--- src/rtl/pipe_stage_reg_if.sv ---
// Handshake bundle between a pipeline stage register and its neighbours.
// master: the environment (upstream producer plus downstream consumer).
// slave: the stage register itself.
interface pipe_stage_reg_if #(
    parameter int unsigned WIDTH = 32
) ();

    logic             in_valid;
    logic             in_ready;
    logic [WIDTH-1:0] in_data;
    logic             out_valid;
    logic             out_ready;
    logic [WIDTH-1:0] out_data;

    modport master (
        output in_valid,
        output in_data,
        output out_ready,
        input  in_ready,
        input  out_valid,
        input  out_data
    );

    modport slave (
        input  in_valid,
        input  in_data,
        input  out_ready,
        output in_ready,
        output out_valid,
        output out_data
    );

endinterface

--- src/rtl/pipe_stage_reg.sv ---
// Generic pipeline stage register with a valid/ready handshake, an optional
// one-entry skid buffer, a global stall hold and a synchronous flush.
// The main entry drives the outputs; the skid entry only catches the payload
// that arrives in the cycle downstream backpressure is first seen.
module pipe_stage_reg #(
    parameter int unsigned      WIDTH  = 32,
    parameter logic [WIDTH-1:0] BUBBLE = '0,
    parameter bit               SKID   = 1'b1
) (
    input  logic              CLK,
    input  logic              nRST,
    input  logic              stall,
    input  logic              flush,
    output logic [1:0]        occupancy,
    pipe_stage_reg_if.slave   bus
);

    // State encoding equals the number of entries held.
    typedef enum logic [1:0] {
        StEmpty = 2'd0,
        StOne   = 2'd1,
        StFull  = 2'd2
    } state_e;

    state_e           state_q, state_d;
    logic             valid_q, valid_d;
    logic [WIDTH-1:0] main_q,  main_d;
    logic [WIDTH-1:0] skid_q,  skid_d;

    logic hold;
    logic room;
    logic push;
    logic pop;

    assign hold = stall | flush;

    // Space available: with a skid entry this looks only at registered state,
    // without one it relies on downstream draining the main entry this cycle.
    always_comb begin
        room = 1'b0;
        if (SKID) begin
            room = (state_q != StFull);
        end else begin
            room = (state_q == StEmpty) | bus.out_ready;
        end
    end

    assign bus.in_ready = ~hold & room;
    assign push         = bus.in_valid & bus.in_ready;
    assign pop          = valid_q & bus.out_ready & ~hold;

    // Next-state logic; flush dominates stall, stall freezes everything.
    always_comb begin
        state_d = state_q;
        valid_d = valid_q;
        main_d  = main_q;
        skid_d  = skid_q;
        if (flush) begin
            state_d = StEmpty;
            valid_d = 1'b0;
            main_d  = BUBBLE;
            skid_d  = BUBBLE;
        end else if (!stall) begin
            case (state_q)
                StEmpty: begin
                    if (push) begin
                        state_d = StOne;
                        valid_d = 1'b1;
                        main_d  = bus.in_data;
                    end
                end
                StOne: begin
                    if (push && pop) begin
                        main_d = bus.in_data;
                    end else if (push && SKID) begin
                        // Downstream stalled: park the new payload behind main.
                        state_d = StFull;
                        skid_d  = bus.in_data;
                    end else if (pop) begin
                        state_d = StEmpty;
                        valid_d = 1'b0;
                        main_d  = BUBBLE;
                    end
                end
                StFull: begin
                    // in_ready is low here, so only a drain can happen.
                    if (pop) begin
                        state_d = StOne;
                        main_d  = skid_q;
                        skid_d  = BUBBLE;
                    end
                end
                default: begin
                    state_d = StEmpty;
                    valid_d = 1'b0;
                    main_d  = BUBBLE;
                    skid_d  = BUBBLE;
                end
            endcase
        end
    end

    // State and payload registers, cleared to the bubble on reset.
    always_ff @(posedge CLK or negedge nRST) begin
        if (!nRST) begin
            state_q <= StEmpty;
            valid_q <= 1'b0;
            main_q  <= BUBBLE;
            skid_q  <= BUBBLE;
        end else begin
            state_q <= state_d;
            valid_q <= valid_d;
            main_q  <= main_d;
            skid_q  <= skid_d;
        end
    end

    assign bus.out_valid = valid_q;
    assign bus.out_data  = main_q;
    assign occupancy     = state_q;

endmodule

--- src/flat_wrapper.sv ---
// flat-port wrapper written by rule: the top's interface ports become plain ports
module pipe_stage_reg_flat 
#(
    parameter int unsigned      WIDTH  = 32,
    parameter logic [WIDTH-1:0] BUBBLE = '0,
    parameter bit               SKID   = 1'b1
)
  (CLK, nRST, stall, flush, occupancy, bus_in_valid, bus_in_data, bus_out_ready, bus_in_ready, bus_out_valid, bus_out_data);
  pipe_stage_reg_if #(.WIDTH(WIDTH)) bus_i ();
  input  logic CLK;
  input  logic nRST;
  input  logic stall;
  input  logic flush;
  output logic [1:0] occupancy;
  input wire logic [$bits(bus_i.in_valid)-1:0] bus_in_valid;
  input wire logic [$bits(bus_i.in_data)-1:0] bus_in_data;
  input wire logic [$bits(bus_i.out_ready)-1:0] bus_out_ready;
  output wire logic [$bits(bus_i.in_ready)-1:0] bus_in_ready;
  output wire logic [$bits(bus_i.out_valid)-1:0] bus_out_valid;
  output wire logic [$bits(bus_i.out_data)-1:0] bus_out_data;
  assign bus_i.in_valid = bus_in_valid;
  assign bus_i.in_data = bus_in_data;
  assign bus_i.out_ready = bus_out_ready;
  assign bus_in_ready = bus_i.in_ready;
  assign bus_out_valid = bus_i.out_valid;
  assign bus_out_data = bus_i.out_data;
  pipe_stage_reg #(.WIDTH(WIDTH), .BUBBLE(BUBBLE), .SKID(SKID)) u_core (.CLK(CLK), .nRST(nRST), .stall(stall), .flush(flush), .occupancy(occupancy), .bus(bus_i));
endmodule
--- config.mk ---
export PLATFORM = sky130hd
export DESIGN_NAME = pipe_stage_reg_flat
export DESIGN_NICKNAME = d
export VERILOG_FILES = /design/src/rtl/pipe_stage_reg_if.sv /design/src/rtl/pipe_stage_reg.sv /design/src/flat_wrapper.sv
export SDC_FILE = /design/constraint.sdc
export NUM_CORES = 1
export LEC_CHECK = 0
export BUFFER_PORTS_ARGS = -buffer_cell sky130_fd_sc_hd__buf_2
export CORE_MARGIN = 1
export CORE_UTILIZATION = 30
export DETAILED_ROUTE_END_ITERATION = 8
export GPL_ROUTABILITY_DRIVEN = 0
export GPL_TIMING_DRIVEN = 0
export PLACE_DENSITY_LB_ADDON = 0.2
export SYNTH_ARGS = -nofsm -noshare
export SYNTH_HDL_FRONTEND = slang
export SYNTH_SLANG_ARGS = --single-unit
--- constraint.sdc ---
create_clock -name CLK -period 1.7 [get_ports CLK]
set_input_delay 0.085 -clock CLK [delete_from_list [all_inputs] [get_ports CLK]]
set_output_delay 0.085 -clock CLK [all_outputs]
set_load 0.01 [all_outputs]
==> results of run 1 <==
==> cell usage after synthesis (all sizes together) <==
library cell  instances
a21oi                 8
mux2i                32
inv                   2
o2bb2ai              32
a21boi                1
a21o                  1
nor2                  6
o21a                  1
nor2b                 1
clkbuf                3
nand2                 2
a32oi                 1
dfrtp                67
a22o                 64
buf                  24
nor3                  1
a22oi                 1
o21ai                 3
nand3                 1
a211oi                1
o221ai                1
nor4                  1
nand2b                4
and3                  1
==> logic make-up (layout without fill, tap and decap cells) <==
family | Yosys count | in the layout | synth area share, %
buffers and inverters | 29 | 149 | 5.07
muxes | 32 | 32 | 9.91
DFF | 67 | 67 | 51.9
and+or+nand+nor | 17 | 17 | 3.13
AOI/OAI and AO/OA | 114 | 114 | 30.0
==> final cells by class <==
class	instances	share of cell area (%)
plain buffers	27	4.32
well taps	136	3.92
flip-flops and latches	67	38.6
clock buffers	9	2.85
inverters	2	0.173
clock inverters	6	2.07
repair buffers	105	15.8
multi-input cells	163	32.3
==> final timing paths <==
| kind | end | depth (start not counted) | start | slack, ns |
|---|---|---|---|---|
| worst max-delay path | u_core.skid_q[3] | 6 | u_core.occupancy[1] | 0.1 |
| min in group asynchronous | u_core.bus.out_data[26] | 2 | nRST | 0.38 |
| max in group asynchronous | u_core.skid_q[5] | 2 | nRST | 0.74 |
| worst min register to register | u_core.bus.out_data[12] | 1 | u_core.bus.out_data[12] | 0.50 |
| worst max register to register | u_core.skid_q[3] | 6 | u_core.occupancy[1] | 0.1 |
| worst min-delay path | u_core.skid_q[29] | 2 | bus_in_data[29] | 0.02 |
==> worst max-delay path, delay by kind of cell, from the launching register on <==
kind	cells	cell delay (ns)
buffers and inverters	2	0.41
DFF	1	0.42
and+or+nand+nor	2	0.41
AOI/OAI and AO/OA	2	0.30
==> state kept, by name, indices dropped and copies added, names as in the netlist <==
register and flops:
u_core.skid_q 32, u_core.occupancy 2, u_core.bus.out_data 32, u_core.bus.out_valid 1
==> layer usage <==
layer,GRT usage (%),up-vias
met5,0,-
li1,-,1249
met4,4.37,0
met1,22.9,1304
met3,4.02,8
met2,23.7,68
==> report_power, final <==
group | switching (W) | internal [W]
logic | 0.000332 | 0.000281
registers | 0.0000372 | 0.00166
clock network | 0.000630 | 0.000823
==> through the flow <==
step | setup slack [ns] | total power, W | hold slack (ns) | TNS (ns)
floorplan | 0.218 | 0.00204 | -0.211 | 0
global placement | -0.101 | 0.00227 | 0.335 | -2.63
detailed placement | -0.110 | 0.00227 | 0.265 | -2.93
CTS | 0.0243 | 0.00381 | 0.00585 | 0
global route | 0.00247 | 0.00396 | 0.00389 | 0
finish | 0.0969 | 0.00376 | 0.0176 | 0
==> repair_timing <==
action | CTS | global route
pin swaps | 0 | 2
gates resized for setup | 4 | 16
hold endpoints to repair | 95 | 0
hold buffers | 29 | 0
setup endpoints to repair | 31 | 60
buffers inserted | 0 | 5
==> results.ini, run 1 <==
[grt]
grt_first_pass_wirelength_microns = 13900
globalRoute.totalOverflow = 0
grt_max_degree = 68
grt_pass1_vias = 2644
antenna_found_initial = 0
track_usage_pct = 15.9

[critical_path]
arrival_ns = 1.88
worst_setup_path_end_kind = flip-flop
required_ns = 1.98
max_stage_delay_ns = 0.42
crit_chain = nand2b_1, a21oi_1, and3_1, buf_2, clkbuf_4, a22o_1
cpMaxStageDelayCell = dfrtp_1
worstSetupPathType = flip-flop to flip-flop
worst_setup_path_start_kind = flip-flop
crit_fanout = 10

[synth]
synth.area.top_cells = dfrtp_1 (52%), a22o_1 (15%), mux2i_1 (9.9%), o2bb2ai_1 (8.4%), buf_2 (2.6%)
synth_largest_area_cell = dfrtp_1
ys_ff_latch = 67
netlist.area_leader.share_pct = 51.9
ys_seq_area_share_pct = 51.9
synthesis.nets = 297
synth_area_sq_um = 3230
netlist_instances = 259
yosys_warnings = 0
yosys.cell_types.count = 31
synth_area_per_cell_sq_um = 12.5

[layout]
nets = 413
n_fill_cell = 1031
multi_input_area_sq_um = 1400
regArea_sq_um = 1680
stdcell_count = 515
layout-drive-gt1-share_pct = 34.6
utilization_pct = 41.9
antenna_cells = 0
layout_common_cells = buf_2 (79), dfrtp_1 (67), a22o_1 (56)
final_area_sq_um = 4350
mostFrequentLayoutCell = buf_2
areaGrowthSynthToFinish_pct = 34.4

[timing]
tightest_slew_ns = 0.856
max_freq_mhz = 624
maxSlewViolCount = 0
relSlewSlack_pct = 43.0
rsz0062_at_grt = false
finalSetupViolations = 0
layout_min_cycle_time_ns = 1.60
period_share_pct = 94.3
finClkSkew_ns = 0.00658
finalHoldViolations = 0

[detailed_routing]
routedWlPerCell_microns = 16.2
dr.pass1.iters = 4
routed.top_layer = met4
wl_met2_microns = 3760
viasPerCell = 5.10
drc = 0
wl_microns = 8330
met3_length_microns = 407
first_iter_violations = 115
m1WireLength_microns = 4090
via_count = 2629
ant_nets = 0

[flow_run]
drv_cap = 0

[clock_network]
cts_max_path_buffers = 2
cts_tree = built
clockRootBuffer = clkbuf_8
clock_sinks = 67
cts.clk_slew.worst_paths_ns = 0.07
cts_buffers = 9
h-tree-depth = 3
insertion_delay_ns = 0.34

[placed_design]
hpwl_microns = 5420
placement.cell_area_sq_um = 3760
port_buffers = 71
dp.cells = 466

[pwr]
p_leak_nw = 2.05
ir_worst_vdd_uv = 398
powerDensity_nw_per_um2 = 865

[floorplan]
design.die.area_sq_um = 11200
io-pin-count = 74
initial_core_util_pct = 31.2
die_w_microns = 106
row_count = 37
core_area_sq_um = 10400
dieHeight_microns = 106

[status]
outcome = completed

[hold_path]
min_path_type = input pin to flip-flop

Power figures use the tool's default switching activity.
==> run 2: changes to the inputs <==
- ABC_AREA: unset -> 1
- CTS_BUF_LIST: unset -> sky130_fd_sc_hd__clkbuf_4 sky130_fd_sc_hd__clkbuf_8
==> run 2 against run 1 <==
  * The flow now finishes with violations (design-rule violations)
  * Register-to-register slack got worse by 0.03 ns
  * Sequential cell count unchanged
  * Sequential power is 43% higher
  * Synthesized cell count up 100%
  * Via count up 34%
  * Core utilization down 1.6 points
  * Non-clock buffer count shrank 12
  * Setup slack got worse by 0.033 ns
  * Clock skew rose by 0.0017 ns
  * Synthesized area up 11%
  * Final cell count up 50%
  * Largest power group is now combinational cells
==> results.ini, run 2 <==
[synth]
synthesis.nets = 559  ; +88%
netlist_instances = 521  ; +100%
ys_seq_area_share_pct = 46.7  ; -5.2 points
ys_ff_latch = 67  ; unchanged
synth_area_per_cell_sq_um = 6.89  ; -45%
yosys.cell_types.count = 20  ; -35%
synth_commonest_cells = nand2_1 (288), dfrtp_1 (67), nand3_1 (39), inv_1 (33), o21ai_1 (33)
synthArstFlopShare_pct = 100  ; unchanged
ys.flop_type = dfrtp_1
synth_edf_count = 0  ; unchanged
yosys_warnings = 0  ; unchanged
synth_area_sq_um = 3590  ; +11%
synth.most_common_cell = nand2_1
synth_largest_area_cell = dfrtp_1
synth.area.top_cells = dfrtp_1 (47%), nand2_1 (30%), nand3_1 (5.4%), o21ai_1 (4.6%), inv_1 (3.4%)
netlist.area_leader.share_pct = 46.7  ; -5.2 points

[critical_path]
crit_fanout = 10  ; unchanged
worst_setup_path_start_kind = flip-flop
cpMaxStageDelayCell = dfrtp_2
cpMostUsedCell = nand2_1
arrival_ns = 1.89  ; about the same
worstSetupPathType = flip-flop to flip-flop
worst_setup_path_end_kind = flip-flop
rr_startpoint = u_core.occupancy[1]
max_stage_delay_ns = 0.46  ; +0.04 ns
worstSetupStartpoint = u_core.occupancy[1]
crit_chain = inv_4, nand2_8, nor2_4, nand2_1, nand2_1, nor3_4, buf_6, buf_8, nand2_1, nand2_1
required_ns = 1.95  ; -0.03 ns

[timing]
maxSlewViolCount = 0  ; unchanged
layout_min_cycle_time_ns = 1.64  ; +0.0327 ns
finClkSkew_ns = 0.00831  ; +0.00173 ns
max_freq_mhz = 611  ; -2.0%
finalHoldViolations = 0  ; unchanged
period_share_pct = 96.2  ; +1.9 points
relSlewSlack_pct = 42.0  ; -0.93 points
hold_slack_ns = 0.00958  ; -0.00797 ns
tightest_slew_ns = 0.870  ; +0.0139 ns
finalSetupViolations = 0  ; unchanged
finalSetupTns_ns = 0  ; unchanged

[grt]
grt_pass1_vias = 3397  ; +28%
grt_first_pass_wirelength_microns = 17000  ; +22%
antenna_found_initial = 0  ; unchanged
track_usage_pct = 17.4  ; +1.4 points
globalRoute.totalOverflow = 0  ; unchanged
grt_max_degree = 68  ; unchanged

[pwr]
powerDensity_nw_per_um2 = 1530  ; +76%
p_leak_nw = 2.59  ; +26%
ir_worst_vdd_uv = 600  ; +51%
finalPower_w = 0.00712  ; +89%

[clock_network]
clockRootBuffer = clkbuf_8
cts_buffers = 9  ; unchanged
cts_tree = built
clock_sinks = 67  ; unchanged
cts.clk_slew.worst_paths_ns = 0.08  ; about the same
insertion_delay_ns = 0.35  ; about the same
h-tree-depth = 3  ; unchanged
cts_max_path_buffers = 2  ; unchanged

[detailed_routing]
routedWlPerCell_microns = 13.3  ; -18%
viasPerCell = 4.56  ; -11%
wl_microns = 10300  ; +23%
via_count = 3519  ; +34%
ant_nets = 0  ; unchanged
dr.pass1.iters = 7  ; +3
first_iter_violations = 155  ; +35%
drc = 8  ; +8

[floorplan]
dieHeight_microns = 111  ; +5.3%
die_w_microns = 111  ; +5.3%
initial_core_util_pct = 31.1  ; -0.13 points
io-pin-count = 74  ; unchanged
core_area_sq_um = 11600  ; +12%
row_count = 39  ; +5.4%
design.die.area_sq_um = 12400  ; +11%

[flow_run]
drv_cap = 0  ; unchanged

[status]
violations = design-rule violations
outcome = finished with violations

[layout]
mostFrequentLayoutCell = nand2_1
layout_common_cells = nand2_1 (285), buf_2 (75), dfrtp_1 (66)
areaGrowthSynthToFinish_pct = 29.9
regArea_sq_um = 1680  ; about the same
antenna_cells = 0  ; unchanged
n_fill_cell = 1222  ; +19%
layout-drive-gt1-share_pct = 23.4  ; -11 points
nets = 662  ; +60%
multi_input_area_sq_um = 1680  ; +20%

[placed_design]
hpwl_microns = 6930  ; +28%
port_buffers = 72  ; +1.4%

[hold_path]
min_path_type = input pin to flip-flop
hp-start = bus_in_data[8]

[run 2: cell count changes in the layout (fill, tap and decap cells not counted), sizes merged, moves of 11 or more]
cell         delta
nor2           +11
dlygate4sd3    -19
nand3          +39
a22o           -64
inv            +34
o2bb2ai        -32
nand2         +290
mux2i          -32
o21ai          +32
[run 2: final cells by class]
type                            instances  share of cell area (%)
Timing Repair Buffer                   92                    11.6
Clock inverter                          6                    1.90
Buffer                                 28                    4.75
Multi-Input combinational cell        389                    36.0
Clock buffer                           10                    2.95
Inverter                               37                    3.03
Sequential cell                        67                    36.0
Tap cell                              143                    3.83
[run 2: repair_timing]
item                                   4_1_cts  5_1_grt
buffers inserted                             6        3
pin swaps                                    2        2
gates cloned                                 1        0
setup endpoints to repair                   57       62
resized for setup                           19       30
hold buffers                                10        0
endpoints found under the hold margin       76        0
[run 2: worst paths after layout]
kind | end | slack (ns) | cells past startpoint
max | u_core.bus.out_data[10] | 0.06 | 10
min | u_core.skid_q[8] | 0.01 | 3
max reg2reg | u_core.bus.out_data[10] | 0.06 | 10
min reg2reg | u_core.bus.out_data[15] | 0.48 | 2
max in group asynchronous | u_core.occupancy[1] | 0.73 | 2
min in group asynchronous | u_core.bus.out_data[25] | 0.38 | 2
[run 2: worst max-delay path, delay by kind of cell, from the launching register on]
family	cells	cell delay [ns]
buffers and inverters	3	0.40
and+or+nand+nor	7	0.68
DFF	1	0.46
[run 2: where the power goes]
group,switching (W),internal (W)
registers,0.000283,0.00213
logic,0.00197,0.00120
clock network,0.000664,0.000866
total,0.00292,0.00420
[run 2: per-stage QoR]
step	cells	utilization [%]	setup WS, ns	instance area, sq um
after floorplan	521	-	0.218	3590
after global placement	736	35.7	-0.144	4130
after detailed placement	736	35.7	-0.168	4130
after CTS	769	39.5	0.000658	4570
after global routing	772	40.3	-0.0320	4670
final	772	40.3	0.0642	4670
[run 2: logic make-up (layout without fill, tap and decap cells)]
kind of cell | count (synthesis) | after routing | share of synthesized area, %
and+or+nand+nor | 354 | 354 | 40.4
DFF | 67 | 67 | 46.7
buffers and inverters | 65 | 173 | 8.01
AOI/OAI and AO/OA | 35 | 35 | 4.88
[run 2: metal layers]
layer,up-vias,global-route usage [%],part of all wire (%)
met5,-,0,0
met4,0,6.49,1.7
met3,13,3.65,5.9
met2,99,27.8,47
met1,1601,23.1,45
li1,1806,-,-
